**src/rtl/gd_multistart_sched.sv**
```systemverilog
// Multi-start sweep controller: runs the GD core NUM_STARTS times from a diagonal grid and keeps the global minimum.
// Optional early exit on a good-enough minimum is enabled by defining GD_SWEEP_EARLY_EXIT_EN.
module gd_multistart_sched #(
  parameter int                 NUM_STARTS     = 16,
  parameter logic signed [7:0]  START_VAL      = 8'sh00,
  parameter logic signed [7:0]  STEP           = 8'sh01,
  parameter int                 TIMEOUT_CYCLES = 4096,
  parameter logic signed [31:0] EXIT_THRESH    = 32'sh0000_0000
) (
  input  logic               clk,
  input  logic               rst,
  input  logic               sweep_start,
  output logic               sweep_busy,
  output logic               sweep_done,
  output logic               core_rst_n,
  output logic               core_start_op,
  output logic signed [7:0]  core_a,
  output logic signed [7:0]  core_b,
  output logic signed [7:0]  core_c,
  output logic signed [7:0]  core_d,
  input  logic               core_done_op,
  input  logic signed [31:0] core_z_min,
  input  logic signed [7:0]  core_fa,
  input  logic signed [7:0]  core_fb,
  input  logic signed [7:0]  core_fc,
  input  logic signed [7:0]  core_fd,
  output logic signed [31:0] best_z,
  output logic signed [7:0]  best_a,
  output logic signed [7:0]  best_b,
  output logic signed [7:0]  best_c,
  output logic signed [7:0]  best_d,
  output logic [7:0]         best_idx,
  output logic [7:0]         run_count,
  output logic               timeout_err
);

  localparam int                 TW       = $clog2(TIMEOUT_CYCLES + 1);
  localparam logic [TW-1:0]      TMO_LAST = TW'(TIMEOUT_CYCLES - 1);
  localparam logic [7:0]         K_LAST   = 8'(NUM_STARTS - 1);
  localparam logic signed [31:0] Z_INIT   = 32'sh7FFF_FFFF;

`ifdef GD_SWEEP_EARLY_EXIT_EN
  localparam bit EARLY_EXIT = 1'b1;
`else
  localparam bit EARLY_EXIT = 1'b0;
`endif

  typedef enum logic [2:0] {
    S_IDLE, S_LOAD, S_RUN, S_CAPTURE, S_CLEAR, S_NEXT, S_DONE
  } state_e;

  state_e             state_q, state_d;
  logic [7:0]         k_q, k_d;
  logic [TW-1:0]      tmo_q, tmo_d;
  logic               core_rst_n_q, core_rst_n_d;
  logic               core_start_op_q, core_start_op_d;
  logic signed [7:0]  core_pt_q, core_pt_d;
  logic signed [31:0] best_z_q, best_z_d;
  logic signed [7:0]  best_a_q, best_a_d;
  logic signed [7:0]  best_b_q, best_b_d;
  logic signed [7:0]  best_c_q, best_c_d;
  logic signed [7:0]  best_d_q, best_d_d;
  logic [7:0]         best_idx_q, best_idx_d;
  logic [7:0]         run_count_q, run_count_d;
  logic               timeout_err_q, timeout_err_d;
  logic               sweep_busy_q, sweep_busy_d;
  logic               sweep_done_q, sweep_done_d;
  logic               exit_q, exit_d;
  logic               exit_hit;

  // Folds to 0 when early exit is compiled out, leaving the sweep length fixed.
  assign exit_hit = EARLY_EXIT && (core_z_min <= EXIT_THRESH);

  always_comb begin
    state_d         = state_q;
    k_d             = k_q;
    tmo_d           = tmo_q;
    core_rst_n_d    = core_rst_n_q;
    core_start_op_d = core_start_op_q;
    core_pt_d       = core_pt_q;
    best_z_d        = best_z_q;
    best_a_d        = best_a_q;
    best_b_d        = best_b_q;
    best_c_d        = best_c_q;
    best_d_d        = best_d_q;
    best_idx_d      = best_idx_q;
    run_count_d     = run_count_q;
    timeout_err_d   = timeout_err_q;
    sweep_busy_d    = sweep_busy_q;
    sweep_done_d    = 1'b0;
    exit_d          = exit_q;

    case (state_q)
      S_IDLE: begin
        core_rst_n_d    = 1'b0;
        core_start_op_d = 1'b0;
        sweep_busy_d    = 1'b0;
        if (sweep_start) begin
          best_z_d      = Z_INIT;
          best_a_d      = '0;
          best_b_d      = '0;
          best_c_d      = '0;
          best_d_d      = '0;
          best_idx_d    = '0;
          run_count_d   = '0;
          timeout_err_d = 1'b0;
          exit_d        = 1'b0;
          k_d           = '0;
          core_pt_d     = START_VAL;
          sweep_busy_d  = 1'b1;
          state_d       = S_LOAD;
        end
      end
      S_LOAD: begin
        core_rst_n_d    = 1'b1;
        core_start_op_d = 1'b0;
        tmo_d           = '0;
        state_d         = S_RUN;
      end
      S_RUN: begin
        core_start_op_d = 1'b1;
        tmo_d           = tmo_q + 1'b1;
        if (core_done_op) begin
          state_d = S_CAPTURE;
        end else if (tmo_q == TMO_LAST) begin
          // Abandoned run: no capture, but it still counts as a completed run.
          timeout_err_d = 1'b1;
          run_count_d   = run_count_q + 8'd1;
          state_d       = S_CLEAR;
        end
      end
      S_CAPTURE: begin
        if (core_z_min < best_z_q) begin
          best_z_d   = core_z_min;
          best_a_d   = core_fa;
          best_b_d   = core_fb;
          best_c_d   = core_fc;
          best_d_d   = core_fd;
          best_idx_d = k_q;
        end
        if (exit_hit) begin
          exit_d = 1'b1;
        end
        run_count_d = run_count_q + 8'd1;
        state_d     = S_CLEAR;
      end
      S_CLEAR: begin
        core_start_op_d = 1'b0;
        core_rst_n_d    = 1'b0;
        if (!core_done_op) begin
          state_d = S_NEXT;
        end
      end
      S_NEXT: begin
        if (exit_q || (k_q == K_LAST)) begin
          state_d = S_DONE;
        end else begin
          k_d       = k_q + 8'd1;
          core_pt_d = core_pt_q + STEP;
          state_d   = S_LOAD;
        end
      end
      S_DONE: begin
        sweep_done_d = 1'b1;
        sweep_busy_d = 1'b0;
        state_d      = S_IDLE;
      end
      default: state_d = S_IDLE;
    endcase
  end

  always_ff @(posedge clk) begin
    if (rst) begin
      state_q         <= S_IDLE;
      k_q             <= '0;
      tmo_q           <= '0;
      core_rst_n_q    <= 1'b0;
      core_start_op_q <= 1'b0;
      core_pt_q       <= START_VAL;
      best_z_q        <= Z_INIT;
      best_a_q        <= '0;
      best_b_q        <= '0;
      best_c_q        <= '0;
      best_d_q        <= '0;
      best_idx_q      <= '0;
      run_count_q     <= '0;
      timeout_err_q   <= 1'b0;
      sweep_busy_q    <= 1'b0;
      sweep_done_q    <= 1'b0;
      exit_q          <= 1'b0;
    end else begin
      state_q         <= state_d;
      k_q             <= k_d;
      tmo_q           <= tmo_d;
      core_rst_n_q    <= core_rst_n_d;
      core_start_op_q <= core_start_op_d;
      core_pt_q       <= core_pt_d;
      best_z_q        <= best_z_d;
      best_a_q        <= best_a_d;
      best_b_q        <= best_b_d;
      best_c_q        <= best_c_d;
      best_d_q        <= best_d_d;
      best_idx_q      <= best_idx_d;
      run_count_q     <= run_count_d;
      timeout_err_q   <= timeout_err_d;
      sweep_busy_q    <= sweep_busy_d;
      sweep_done_q    <= sweep_done_d;
      exit_q          <= exit_d;
    end
  end

  assign sweep_busy    = sweep_busy_q;
  assign sweep_done    = sweep_done_q;
  assign core_rst_n    = core_rst_n_q;
  assign core_start_op = core_start_op_q;
  assign core_a        = core_pt_q;
  assign core_b        = core_pt_q;
  assign core_c        = core_pt_q;
  assign core_d        = core_pt_q;
  assign best_z        = best_z_q;
  assign best_a        = best_a_q;
  assign best_b        = best_b_q;
  assign best_c        = best_c_q;
  assign best_d        = best_d_q;
  assign best_idx      = best_idx_q;
  assign run_count     = run_count_q;
  assign timeout_err   = timeout_err_q;

endmodule

```
**config.mk**
```make
export PLATFORM = sky130hd
export DESIGN_NAME = gd_multistart_sched
export DESIGN_NICKNAME = d
export VERILOG_FILES = /design/src/rtl/gd_multistart_sched.sv
export SDC_FILE = /design/constraint.sdc
export NUM_CORES = 1
export LEC_CHECK = 0
export ABC_AREA = 1
export ABC_CLOCK_PERIOD_IN_PS = 5560
export BUFFER_PORTS_ARGS = -buffer_cell sky130_fd_sc_hd__buf_2
export CAP_MARGIN = 10
export CORE_MARGIN = 5
export CORE_UTILIZATION = 57
export DETAILED_ROUTE_END_ITERATION = 10
export PLACE_DENSITY_LB_ADDON = 0.12
export SLEW_MARGIN = 20
export SYNTH_ARGS = -nofsm -noshare
export SYNTH_HDL_FRONTEND = slang
export SYNTH_SLANG_ARGS = --single-unit
```
**constraint.sdc**
```tcl
create_clock -name clk -period 5.56 [get_ports clk]
set_clock_uncertainty 0.1 [all_clocks]
set_input_delay 1.668 -clock clk [delete_from_list [all_inputs] [get_ports clk]]
set_output_delay 1.668 -clock clk [all_outputs]
set_load 0.02 [all_outputs]
```
**Word level (Yosys, flattened, before mapping)**

Cells that the tools add are included.

- Register bits after elaboration: 117
- Word-level logic and storage cells: 89
- Input bits: 68

- Muxes and demuxes: 37
- Magnitude comparators: 1
- $add $sub $neg: 4
- Reduce and logical (&&, ||, !) cells: 16
- Eq/ne operators: 15

Operator list:

| kind | number |
|---|---|
| 8-bit case mux with 2 select lines | 7 |
| 8-bit 2-to-1 mux | 10 |
| 32-bit 2-to-1 mux | 2 |
| 32-bit case mux with 2 select lines | 1 |
| 32-bit less-than comparator | 1 |
| 13-bit case mux with 2 select lines | 1 |
| 8-bit case mux with 3 select lines | 1 |
| 3-bit case mux with 6 select lines | 1 |
| 8-bit by 1-bit adder with 8-bit output, second input constant | 2 |
| 3-bit 2-to-1 mux | 5 |
| 2-bit nonzero test | 7 |
| 13-bit by 1-bit adder with 13-bit output, second input constant | 1 |
| 13-bit by 12-bit equality test with 1-bit output, second input constant | 1 |
| 2-bit inequality test, second input constant | 6 |
| 3-bit equality test, second input constant | 3 |
| 3-bit AND reduction | 3 |
| 8-bit by 2-bit adder with 8-bit output, second input constant | 1 |
| 8-bit by 4-bit equality test with 1-bit output, second input constant | 1 |
| 1-bit case mux with 2 select lines | 4 |
| 4-bit AND reduction | 2 |
| 3-bit by 2-bit equality test with 1-bit output, second input constant | 2 |
| 1-bit 2-to-1 mux | 5 |
| 3-bit by 1-bit equality test with 1-bit output, second input constant | 1 |
| 3-bit zero test | 1 |
| 4 further kinds | 4 |

**Logic depth before layout (Yosys ltp)**

- Depth after elaboration: 4
- Mapped depth: 19
- Gate-level depth less buffers: 18

**Least setup slack after synthesis**

Ideal clock, no wire load.

- Path type: input to register
- From: input port core_z_min[5]
- To: register best_z_q[31], in the netlist best_z[31]
- Library setup time: 115 ps
- Data arrival time: 3172 ps
- Path slack: 2173 ps
- Cell stages on the path: 15
- Required time: 5345 ps
- Cells stage by stage: ha_1 a21oi_1 nor2_1 nor3_1 nand2_1 nand2_1 nand2_1 nand2_1 nand2_1 nand2_1 nand3_2 buf_4 buf_4 a21oi_1 nor2_1

- Word-level cells in the longest chain between the ends: 3

RTL lines:

| what | line | source |
|---|---|---|
| start: declaration | 22 | `input logic signed [31:0] core_z_min,` |
| 32-bit less-than comparator | 133 | `if (core_z_min < best_z_q) begin` |
| 2-bit inequality test (no source line) | -- |  |
| 3-bit AND reduction (no source line) | -- |  |
| end signal: assignment | 198 | `best_z_q <= best_z_d;` |
| end: declaration | 58 | `logic signed [31:0] best_z_q, best_z_d;` |

No other way between the ends.
A chain may end at the register's enable or synchronous reset.

**Worst setup path in the final report**

- From: input port core_z_min[5]
- To: register best_b_q[7], in the netlist best_b[7]

- Word-level cells in the longest chain between the ends: 3

RTL lines:

| what | line | source |
|---|---|---|
| 32-bit less-than comparator | 133 |  |
| 2-bit inequality test (no source line) | -- |  |
| 3-bit AND reduction (no source line) | -- |  |
| end signal: assignment | 200 | `best_b_q <= best_b_d;` |
| end: declaration | 60 | `logic signed [7:0] best_b_q, best_b_d;` |

No other way between the ends.

==> run_results.csv <==
group,metric,value,unit
hold_path,hold_end,"core_rst_n",
cts,clkTransAtPathRegs,50,ps
worst_setup_path,rrSetupSlack,2650,ps
logic_synthesis,ys_top_cells_by_area,"dfxtp_1 37%, nand2_1 11%, nand3_1 8.9%",
detailed_routing,dr.pass1.iters,5,
hold_path,hp-class,"reg2reg",
cts,ctsResizeCount,0,
cts,cts-root-buf,"clkbuf_8",
cts,cts.sinks,117,
sta,period_share,67.0,%
finish,fin_nets,1156,
worst_setup_path,arrival,4020,ps
logic_synthesis,synth_async_sr_flop_share,0,%
sta,fmax,268,MHz
sta,setup_viol_count_final,0,
worst_setup_path,max_stage_delay,720,ps
worst_setup_path,r2r-start,"state_q[1]",
cts,insertion_delay,520,ps
worst_setup_path,r2r_cells,10,
pwr,seqPwrFrac,28.1,%
logic_synthesis,synth_ff_type,"dfxtp_1",
floorplanning,core,10900,um^2
floorplanning,fp.dieW,116,um
sta,hold_viol_final,0,
logic_synthesis,synth_area,6360,um^2
sta,finalWorstSetupSlack,1830,ps
flow_run,cap_violations,0,
pwr,clock_power_share,19.3,%
worst_setup_path,startpoint_type,"primary input",
logic_synthesis,postSynthAreaPerCell,6.96,um^2
sta,rsz0062_at_grt,"no",
sta,setup_tns,0,ps
finish,n_fill_cell,986,
hold_path,hold_start,"core_rst_n",
logic_synthesis,synth_nets,1017,
pwr,p_int,2650,uW
logic_synthesis,synth_top_area_cell,"dfxtp_1",
pwr,comb_power_share,52.6,%
finish,fin_util,70.0,%
cts,postCtsHoldBufs,0,
cts,htree_levels,4,
worst_setup_path,end_kind,"flop",
logic_synthesis,syn_inst,914,
floorplanning,initial_core_util,58.4,%
detailed_routing,ant_nets,0,
finish,layout_common_cells,"194 x nand2_1, 184 x buf_2, 117 x dfxtp_1",
pwr,switching_share,45.7,%
floorplanning,fp-row-count,38,
detailed_routing,wirelength,15.7,mm
worst_setup_path,required,5860,ps
worst_setup_path,cp_top_family,"simple AND/OR/NAND/NOR gates",
detailed_routing,viasPerCell,5.17,
global_routing,grt_max_degree,96,
sta,relSlewSlack,37.5,%
global_routing,grt_pass1_vias,5784,
cts,clockBufferDepth,2,
placed_design,hpwl,10.8,mm
pwr,p_per_area,640,nW/um^2
detailed_routing,dr.first_iter.drc_count,503,
logic_synthesis,synth_edf_count,0,
sta,finalCriticalPeriod,3730,ps
floorplanning,dieArea,13400,um^2
detailed_routing,avgRoutedWirePerCell,13.0,um
pwr,vdd_drop_max,0.389,mV
cts,cts_setup_buffers,0,
logic_synthesis,ys_seq_elements,117,
floorplanning,die_y,116,um
finish,syn_to_final_growth,19.8,%
worst_setup_path,crit_chain,"buf_2 -> ha_1 -> a21oi_1 -> nor2_1 -> nor3_1 -> nand2_1 -> nand2_1 -> nand2_1 -> nand2_1 -> nand3_1 -> nand3_4 -> buf_4 -> nand3_1 -> nand2_1 -> nor2_1",
cts,cts_tree,"done",
logic_synthesis,yosysTopAreaCellShare,36.8,%
worst_setup_path,worst_path_most_repeated_cell,"nand2_1",
placed_design,dp_slack,1370,ps
global_routing,grt_usage,23.6,%
global_routing,grt_overflow_total,0,
hold_path,hold_depth,2,
logic_synthesis,ys_seq_area_share,36.8,%
floorplanning,ios,185,
worst_setup_path,timing.rr.end,"best_b[7]",
finish,drive_above_1_share,26.2,%
placed_design,port_buffers,184,
sta,maxSlewViolCount,0,
cts,numCtsBuffers,17,
logic_synthesis,ys_types,45,
pwr,p_sw,2230,uW
run_status,outcome,"finished clean",
finish,diodes,0,
global_routing,grt_pass1_wl,25.9,mm
sta,worst_pin_slew,937,ps
worst_setup_path,critical_path_class,"in2reg",
worst_setup_path,crit_path_max_fanout,95,
worst_setup_path,crit_path_top_delay_cell,"buf_4",
global_routing,antenna_found_initial,0,
detailed_routing,drc_errors,0,
worst_setup_path,cp_num_buf_inv,2,
detailed_routing,via_count,6214,
placed_design,place_congestion,0.848,
finish,final_common_cell,"nand2_1",
pwr,p_leak,0.00393,uW
logic_synthesis,yosys_warnings,0,
sta,holdWs,364,ps
-- worst max path at each step --
stage / to / slack, ps / startpoint / cells past startpoint
after floorplan: best_z[31] / 2170 / core_z_min[5] / 15
after global placement: best_idx[4] / 1390 / core_z_min[5] / 15
after detailed placement: best_c[2] / 1370 / core_z_min[5] / 15
after CTS: best_b[7] / 1860 / core_z_min[5] / 15
after global routing: best_c[2] / 1580 / core_z_min[5] / 15
final: best_b[7] / 1830 / core_z_min[5] / 15
-- registers in the layout (all words and copies together), names as in the netlist --
name / cells
core_rst_n: 1
best_a: 8
timeout_err: 1
best_b: 8
best_d: 8
core_start_op: 1
best_z: 32
best_idx: 8
core_a: 8
best_c: 8
tmo_q: 13
sweep_done: 1
k_q: 8
run_count: 8
sweep_busy: 1
state_q: 3
-- worst min-delay path, stage by stage, from the launching register on --
cell	delay [ps]
dfxtp_1	300
nand2_1	60
a21oi_1	60
-- area by class of cell --
cell class	count	area [um^2]	share of cell area, %
multi-input cells	626	3240	42.5
repair buffers	190	966	12.7
inverters	101	387	5.07
flip-flops and latches	117	2340	30.7
clock buffers	24	490	6.43
well taps	140	175	2.30
clock inverters	5	25.0	0.328
-- routing by layer --
layer / track usage (%) / wire (um) / up-vias
li1: - / - / 3209
met1: 29.2 / 6750 / 2788
met2: 39.9 / 7600 / 189
met3: 5.80 / 1020 / 28
met4: 8.74 / 323 / 0
met5: 0 / 0 / -
-- metrics by stage --
stage,cell area (um^2),power (uW),cells
after global placement,7110,3900,1174
after CTS,7620,4910,1203
after global routing,7620,5330,1203
after detailed placement,7110,3950,1174
after floorplan,6360,3330,914
final,7620,4880,1203
-- logic make-up after synthesis --
| kind of cell | synth area share, % |
|---|---|
| fa+ha+maj | 6.88 |
| buf+inv | 12.4 |
| simple gates | 33.3 |
| compound gates | 10.1 |
| flops | 36.8 |
| xor+xnor | 0.413 |
-- power by group through the flow --
stage	Sequential, uW	Clock [uW]	Combinational (uW)
floorplan	1720	0	1610
global placement	1380	0	2530
detailed placement	1380	0	2560
CTS	1370	955	2580
global route	1410	1000	2910
finish	1370	941	2560
-- synth_stat cells (3+ instances only) --
| cell | n |
|---|---|
| clkbuf_1 | 22 |
| nor3_1 | 9 |
| o21ai_0 | 19 |
| dfxtp_1 | 117 |
| buf_4 | 29 |
| nand2_2 | 4 |
| nor2_2 | 3 |
| nor2_1 | 99 |
| inv_1 | 90 |
| a22oi_1 | 3 |
| or2_2 | 31 |
| nor3b_2 | 3 |
| nand2_1 | 194 |
| o21ai_1 | 4 |
| inv_2 | 8 |
| a311oi_1 | 3 |
| nand3_1 | 113 |
| buf_2 | 15 |
| ha_1 | 35 |
| o211ai_1 | 3 |
| a21oi_1 | 74 |
| nand4_1 | 4 |
Power figures use the tool's default switching activity.
